[src/rtl/noc_pkg.sv]
// rtl/noc_pkg.sv - shared NoC direction codes, flit field offsets and route helper
package noc_pkg;

  localparam logic [2:0] DIR_R  = 3'd0;
  localparam logic [2:0] DIR_L  = 3'd1;
  localparam logic [2:0] DIR_U  = 3'd2;
  localparam logic [2:0] DIR_D  = 3'd3;
  localparam logic [2:0] DIR_EJ = 3'd4;

  // Coordinate fields sit at the top of the flit: X in the top three bits,
  // Y directly below. Offsets are measured down from DATA_W.
  localparam int COORD_W = 3;
  localparam int X_TOP   = 1;
  localparam int Y_TOP   = 4;

  // XY dimension-order routing: resolve X first, then Y, else eject here.
  function automatic logic [2:0] route_code(input logic [2:0] dest_x,
                                            input logic [2:0] dest_y,
                                            input logic [2:0] my_x,
                                            input logic [2:0] my_y);
    if (dest_x > my_x)      return DIR_R;
    else if (dest_x < my_x) return DIR_L;
    else if (dest_y > my_y) return DIR_U;
    else if (dest_y < my_y) return DIR_D;
    else                    return DIR_EJ;
  endfunction

endpackage

[src/rtl/sync_fifo.sv]
// rtl/sync_fifo.sv - single-clock FIFO with combinational head and occupancy count
module sync_fifo #(
  parameter int WIDTH = 35,
  parameter int DEPTH = 4
) (
  input  logic                       clk,
  input  logic                       reset,
  input  logic                       wr_en,
  input  logic [WIDTH-1:0]           wr_data,
  input  logic                       rd_en,
  output logic [WIDTH-1:0]           rd_data,
  output logic [$clog2(DEPTH+1)-1:0] count
);

  localparam int AW = $clog2(DEPTH);
  localparam int CW = $clog2(DEPTH+1);

  logic [WIDTH-1:0] mem [DEPTH];
  logic [AW-1:0]    wr_ptr;
  logic [AW-1:0]    rd_ptr;

  assign rd_data = mem[rd_ptr];

  // Storage array: written on push only, never reset (stale data is unreachable).
  always_ff @(posedge clk) begin
    if (wr_en) mem[wr_ptr] <= wr_data;
  end

  // Pointers wrap naturally because DEPTH is a power of two; count tracks occupancy.
  always_ff @(posedge clk or negedge reset) begin
    if (!reset) begin
      wr_ptr <= '0;
      rd_ptr <= '0;
      count  <= '0;
    end else begin
      if (wr_en) wr_ptr <= wr_ptr + AW'(1);
      if (rd_en) rd_ptr <= rd_ptr + AW'(1);
      case ({wr_en, rd_en})
        2'b10:   count <= count + CW'(1);
        2'b01:   count <= count - CW'(1);
        default: count <= count;
      endcase
    end
  end

endmodule

[src/rtl/input_buffer_rc.sv]
// rtl/input_buffer_rc.sv - router input buffer with enqueue-time route compute and grant blanking
module input_buffer_rc
  import noc_pkg::*;
#(
  parameter int         DATA_W = 32,
  parameter int         DEPTH  = 4,
  parameter logic [2:0] MY_X   = 3'd0,
  parameter logic [2:0] MY_Y   = 3'd0
) (
  input  logic                       clk,
  input  logic                       reset,
  input  logic                       in_valid,
  input  logic [DATA_W-1:0]          in_data,
  output logic                       in_ready,
  output logic                       req,
  output logic [2:0]                 dir,
  input  logic                       grant,
  output logic [DATA_W-1:0]          out_data,
  output logic [$clog2(DEPTH+1)-1:0] count,
  output logic                       err
);

  localparam int CW = $clog2(DEPTH+1);

  logic [2:0]        route;
  logic [DATA_W+2:0] head;
  logic              empty;
  logic              push;
  logic              pop;
  logic              bad_grant;
  logic              blank;

  assign route = route_code(in_data[DATA_W-X_TOP -: COORD_W],
                            in_data[DATA_W-Y_TOP -: COORD_W], MY_X, MY_Y);

  assign empty     = (count == '0);
  assign in_ready  = (count != CW'(DEPTH));
  assign push      = in_valid && in_ready;
  // The grant arriving in the blanked cycle answers a req we already served.
  assign pop       = grant && !empty && !blank;
  assign bad_grant = grant && (empty || blank);

  assign req      = !empty && !blank;
  assign out_data = empty ? '0 : head[DATA_W+2:3];
  assign dir      = empty ? '0 : head[2:0];

  sync_fifo #(
    .WIDTH (DATA_W + 3),
    .DEPTH (DEPTH)
  ) u_fifo (
    .clk     (clk),
    .reset   (reset),
    .wr_en   (push),
    .wr_data ({in_data, route}),
    .rd_en   (pop),
    .rd_data (head),
    .count   (count)
  );

  // Blank req for one cycle after each pop; latch any stray grant as a sticky error.
  always_ff @(posedge clk or negedge reset) begin
    if (!reset) begin
      blank <= 1'b0;
      err   <= 1'b0;
    end else begin
      blank <= pop;
      if (bad_grant) err <= 1'b1;
    end
  end

endmodule
[config.mk]
export PLATFORM = sky130hd
export DESIGN_NAME = input_buffer_rc
export DESIGN_NICKNAME = d
export VERILOG_FILES = /design/src/rtl/noc_pkg.sv /design/src/rtl/sync_fifo.sv /design/src/rtl/input_buffer_rc.sv
export SDC_FILE = /design/constraint.sdc
export NUM_CORES = 1
export LEC_CHECK = 0
export ABC_AREA = 1
export BUFFER_PORTS_ARGS = -buffer_cell sky130_fd_sc_hd__buf_4
export CORE_AREA = 8 8 112 114
export DETAILED_ROUTE_END_ITERATION = 10
export DIE_AREA = 0 0 120 122
export PLACE_DENSITY = 0.81
export RECOVER_POWER = 100
export SYNTH_ARGS = -nofsm -noshare
export SYNTH_HDL_FRONTEND = slang
export SYNTH_SLANG_ARGS = --single-unit
export TNS_END_PERCENT = 5
[constraint.sdc]
create_clock -name clk -period 4.65 [get_ports clk]
set_input_delay 1.1625 -clock clk [delete_from_list [all_inputs] [get_ports clk]]
set_output_delay 1.1625 -clock clk [all_outputs]
set_load 0.05 [all_outputs]
==> impl_metrics.yaml, run 1 <==
outcome:
  outcome: "finished with violations"
  violations: "max-capacitance violations, max-slew violations"
setup_path:
  path_depth: 3
  path_cells: "clkbuf_1, nand2_1, nor2_1"
  crit_slowest_cell: "nor2_1"
  cp.arrival_ps: 3930
  crit_fanout: 34
  path_delay_family: "simple AND/OR/NAND/NOR gates"
  start_kind: "input pin"
  critPathBufInv: 1
  r2r_cells: 4
  cp.required_ps: 4700
  cp-end-kind: "flop"
  cpPeakStageDelay_ps: 2460
  crit_type: "input pin to flop"
logic_synthesis:
  synthTopCellsByCount: "157 x inv_1, 157 x nand2_1, 136 x edfxtp_1, 74 x nand3_1, 34 x a21oi_1"
  ys_ff_latch: 145
  synth_edf_count: 136
  yosysWarnings: 0
  syn_nets: 658
  synth_area_mm2: 0.00633
  synthDistinctLibCells: 19
  syn_area_per_cell_um2: 10.3
  ys.flop_type: "edfxtp_1"
  netlist.area_leader.share: 0.645
  synth_area_leaders: "edfxtp_1 65%, inv_1 9.3%, nand2_1 9.3%"
  synthCells: 616
  async_flop_share: 0.0621
  ys_seq_area_frac: 0.681
  synth_area_leader_cell: "edfxtp_1"
floorplanning:
  die_h_um: 122
  num_rows: 38
  core_mm2: 0.0107
  ioPinCount: 77
  die-area_mm2: 0.0146
  initial_core_util: 0.592
  die_w_um: 120
sta:
  hold_viol: 0
  fin_crit_ps: 3880
  finalClockSkew_ps: 7.47
  fin_crit_sh: 0.835
  tightest_slew_ps: 3320
  fmax_mhz: 258
  finalSetupViolCount: 0
  fin_tns_setup_ps: 0
  maxSlewViolCount: 140
  slew_headroom: -1.22
  rsz0062_at_grt: "no"
place:
  dpl.hpwl_mm: 7.44
  gp_congestion: 0.749
  io_buffers: 75
clock_network:
  numCtsBuffers: 17
  cts_setup_buffers: 0
  root_buffer: "clkbuf_8"
  cts_tree: "built"
  holdBufCountCts: 0
  clkSinkCount: 145
  cts_buffer_depth: 2
  insertion_delay_ps: 510
  cts_resized: 0
  ctsHtreeMaxLevel: 4
  clk_pin_slew_ps: 60
layout:
  layout-drive-gt1-share: 0.0443
  area_growth_pct: 13.3
  fin_nets: 728
  antenna_cells: 0
  nFillCells: 812
hold_path:
  worstHoldPathCells: 2
  hp-class: "flop to flop"
drt:
  num_vias: 4294
  ant_nets: 0
  drc: 0
  drt_pass1_iterations: 7
  drt_iter0_markers: 397
  wl_per_cell_um: 15.8
  routed_wl_mm: 13.3
  via_per_inst: 5.12
global_route:
  track_usage: 0.181
  grt_pass1_wl_mm: 20.7
  antenna_found_initial: 0
  grt_pass1_vias: 4296
  grt.overflow.total: 0
  grt_max_degree: 71
run:
  cap_violations: 4
cell type report:
class / count / area, um^2 / area share
clock buffer: 23 / 437 / 0.0609
clock inverter: 9 / 67.6 / 0.00942
inverter: 160 / 601 / 0.0837
multi-input combinational: 285 / 1280 / 0.179
sequential: 145 / 4310 / 0.601
tap: 140 / 175 / 0.0244
timing repair buffer: 77 / 300 / 0.0419
sequential cells by signal (all words and copies together) (netlist names):
| register | flops |
|---|---|
| blank | 1 |
| u_fifo.rd_ptr | 2 |
| err | 1 |
| u_fifo.mem | 136 |
| u_fifo.count | 3 |
| u_fifo.wr_ptr | 2 |
worst reg2reg max path: stages (launching register included):
cell     delay, ps
dfrtp_1        400
nor2_1          90
nand2_1        120
nand2_1        170
nor2_1        2460
cell families after synthesis:
family,Yosys count,synth area share
simple gates,241,0.159
fa+ha+maj,6,0.0130
xor+xnor,1,0.00138
flops,145,0.681
compound gates,36,0.0287
other cells,1,0.000592
buf+inv,186,0.117
layer usage:
metal | up-vias | track usage | wire [um]
met4 | 0 | 0.0648 | 188
met2 | 177 | 0.323 | 6800
li1 | 2077 | - | -
met1 | 2017 | 0.201 | 5270
met3 | 23 | 0.0588 | 1020
met5 | - | 0 | 0
per-stage QoR:
stage	util	setup WS, ps	cell area, um^2	std cells	hold WS (ps)
2_1_floorplan	-	1300	6330	616	492
3_3_place_gp	0.652	1710	6980	807	453
3_5_place_dp	0.652	1660	6980	807	457
4_1_cts	0.699	1000	7480	839	451
5_1_grt	0.670	497	7170	839	515
6_report	0.670	770	7170	839	475
cell usage in the layout (no fill, tap or decap), drive strengths merged, types with 3 or more instances in the layout:
| cell type | netlist | final |
|---|---|---|
| inv | 160 | 160 |
| nand2 | 157 | 157 |
| edfxtp | 136 | 136 |
| clkbuf | 8 | 97 |
| nand3 | 74 | 74 |
| a21oi | 34 | 34 |
| dfrtp | 9 | 9 |
| clkinv | 0 | 8 |
| nor2 | 7 | 7 |
| ha | 5 | 5 |
| nand4 | 3 | 3 |
| buf | 18 | 3 |
final timing paths:
kind / startpoint / endpoint / slack [ps]
setup / recovery: in_valid / u_fifo.mem[1][9]$_DFFE_PP_ / 770
hold / removal: err$_DFFE_PN0P_ / err$_DFFE_PN0P_ / 480
setup reg to reg: u_fifo.count[0]$_DFFE_PN0P_ / u_fifo.mem[1][9]$_DFFE_PP_ / 920
hold reg to reg: err$_DFFE_PN0P_ / err$_DFFE_PN0P_ / 480
max in group asynchronous: reset / u_fifo.rd_ptr[0]$_DFFE_PN0P_ / 3630
min in group asynchronous: reset / err$_DFFE_PN0P_ / 610
Power of run 1 is left out: the tool's default activity adds up to more than one toggle a clock period on the data nets, which glitch-free logic cannot reach.
==> inputs of run 2 (changes only) <==
Settings changed: CORE_AREA 8 8 112 114 to 8 8 120 122, DIE_AREA 0 0 120 122 to 0 0 128 130, PLACE_DENSITY 0.81 to 0.74.
Clock period 4.65 ns to 3.2 ns, I/O delays scaled along.
==> run 2 against run 1 <==
The run now ends clean. Sequential share of layout area decreased by 1.9 points. Clock-buffer cell count decreased by 4. Worst setup slack got worse by 580 ps. Clock skew about the same. Wire length increased by 0.81%.
==> impl_metrics.yaml, run 2 (synthesized netlist as in run 1, its figures left out) <==
layout:
  regArea_mm2: 0.00431
  stdcell_area_mm2: 0.00740
  multiInputGateArea_mm2: 0.00128
  largest_reg_flops: 136
  area_growth_pct: 17.0
  layout-drive-gt1-share: 0.108
  nFillCells: 1029
  layout_common_cells: "157 x inv_1, 157 x nand2_1, 136 x edfxtp_1"
  reg_top3: "u_fifo.mem x136, u_fifo.count x3"
  regMostFlops: "u_fifo.mem"
  fin_nets: 735
clock_network:
  numCtsBuffers: 17
  holdBufCountCts: 0
  cts_buffer_depth: 2
  cts_tree: "built"
  cts_resized: 0
  cts_setup_buffers: 0
  ctsHtreeMaxLevel: 4
  clkSinkCount: 145
  root_buffer: "clkbuf_16"
  insertion_delay_ps: 410
  clk_pin_slew_ps: 60
global_route:
  grt_pass1_wl_mm: 21.1
  grt_pass1_vias: 4295
  grt_max_degree: 71
  track_usage: 0.167
  antenna_found_initial: 1
  grt.overflow.total: 0
sta:
  hold_viol: 0
  rsz0062_at_grt: "no"
  fmax_mhz: 332
  finalClockSkew_ps: 7.91
  finalSetupViolCount: 0
  tightest_slew_ps: 1430
  fin_crit_sh: 0.940
  maxSlewViolCount: 0
  fin_crit_ps: 3010
  slew_headroom: 0.0407
setup_path:
  path_cells: "nor2_1, nand2_1, inv_2, a21oi_1, clkbuf_2"
  cpPeakStageDelay_ps: 580
  cp.arrival_ps: 2210
  cp.required_ps: 2400
  crit_type: "flop to output port"
  start_kind: "flop"
  crit_slowest_cell: "inv_2"
  cp-end-kind: "output port"
  crit_fanout: 34
drt:
  drt_iter0_markers: 389
  drc: 0
  ant_nets: 0
  num_vias: 4323
  via_per_inst: 4.92
  routed_wl_mm: 13.4
  drt_pass1_iterations: 5
  wl_per_cell_um: 15.2
floorplanning:
  die_h_um: 130
  ioPinCount: 77
  initial_core_util: 0.510
  num_rows: 41
  core_mm2: 0.0124
  die_w_um: 128
  die-area_mm2: 0.0166
place:
  postPlaceCellArea_mm2: 0.00713
  gp_congestion: 0.750
  dpl.hpwl_mm: 8.10
  io_buffers: 75
run:
  cap_violations: 0
outcome:
  outcome: "finished, final reports clean"
hold_path:
  hp-class: "input pin to asynchronous set/reset pin"
## run 2: worst paths after layout
| kind | from | end | slack [ps] | depth (start not counted) |
|---|---|---|---|---|
| setup / recovery | u_fifo.count[0]$_DFFE_PN0P_ | out_data[20] | 190 | 5 |
| hold / removal | reset | u_fifo.count[1]$_DFFE_PN0P_ | 320 | 1 |
| setup reg to reg | u_fifo.count[0]$_DFFE_PN0P_ | u_fifo.mem[1][14]$_DFFE_PP_ | 310 | 5 |
| hold reg to reg | err$_DFFE_PN0P_ | err$_DFFE_PN0P_ | 480 | 2 |
| max in group asynchronous | reset | u_fifo.rd_ptr[0]$_DFFE_PN0P_ | 2520 | 1 |
| min in group clk | err$_DFFE_PN0P_ | err$_DFFE_PN0P_ | 480 | 2 |
## run 2: cell type report
type | count | share of cell area
Timing Repair Buffer | 84 | 0.0563
Multi-Input combinational cell | 285 | 0.173
Tap cell | 172 | 0.0291
Clock buffer | 19 | 0.0585
Clock inverter | 13 | 0.0194
Sequential cell | 145 | 0.582
Antenna cell | 1 | 0.000338
Inverter | 160 | 0.0811
## run 2: worst max-delay path: cells and delay by family (launching register included)
kind	cells	cell delay, ps
AOI/OAI and AO/OA	1	160
buffers and inverters	2	870
and+or+nand+nor	2	340
DFF	1	420
## run 2: layer usage
metal	vias to the layer above	global-route usage	routed length, um	part of all wire
met3	20	0.0490	927	0.069
li1	2095	-	-	-
met1	2048	0.193	5500	0.41
met4	0	0.0706	231	0.017
met5	-	0	0	0
met2	160	0.285	6740	0.50
## run 2: metrics by stage
step	cells	hold slack [ps]	utilization	setup TNS, ps	setup slack [ps]
2_1_floorplan	616	492	-	-21070	-155
3_3_place_gp	846	450	0.574	0	744
3_5_place_dp	846	472	0.574	0	697
4_1_cts	878	191	0.621	0	229
5_1_grt	879	370	0.596	0	77.2
6_report	879	319	0.596	0	192
Power of run 2 is left out for the same reason.
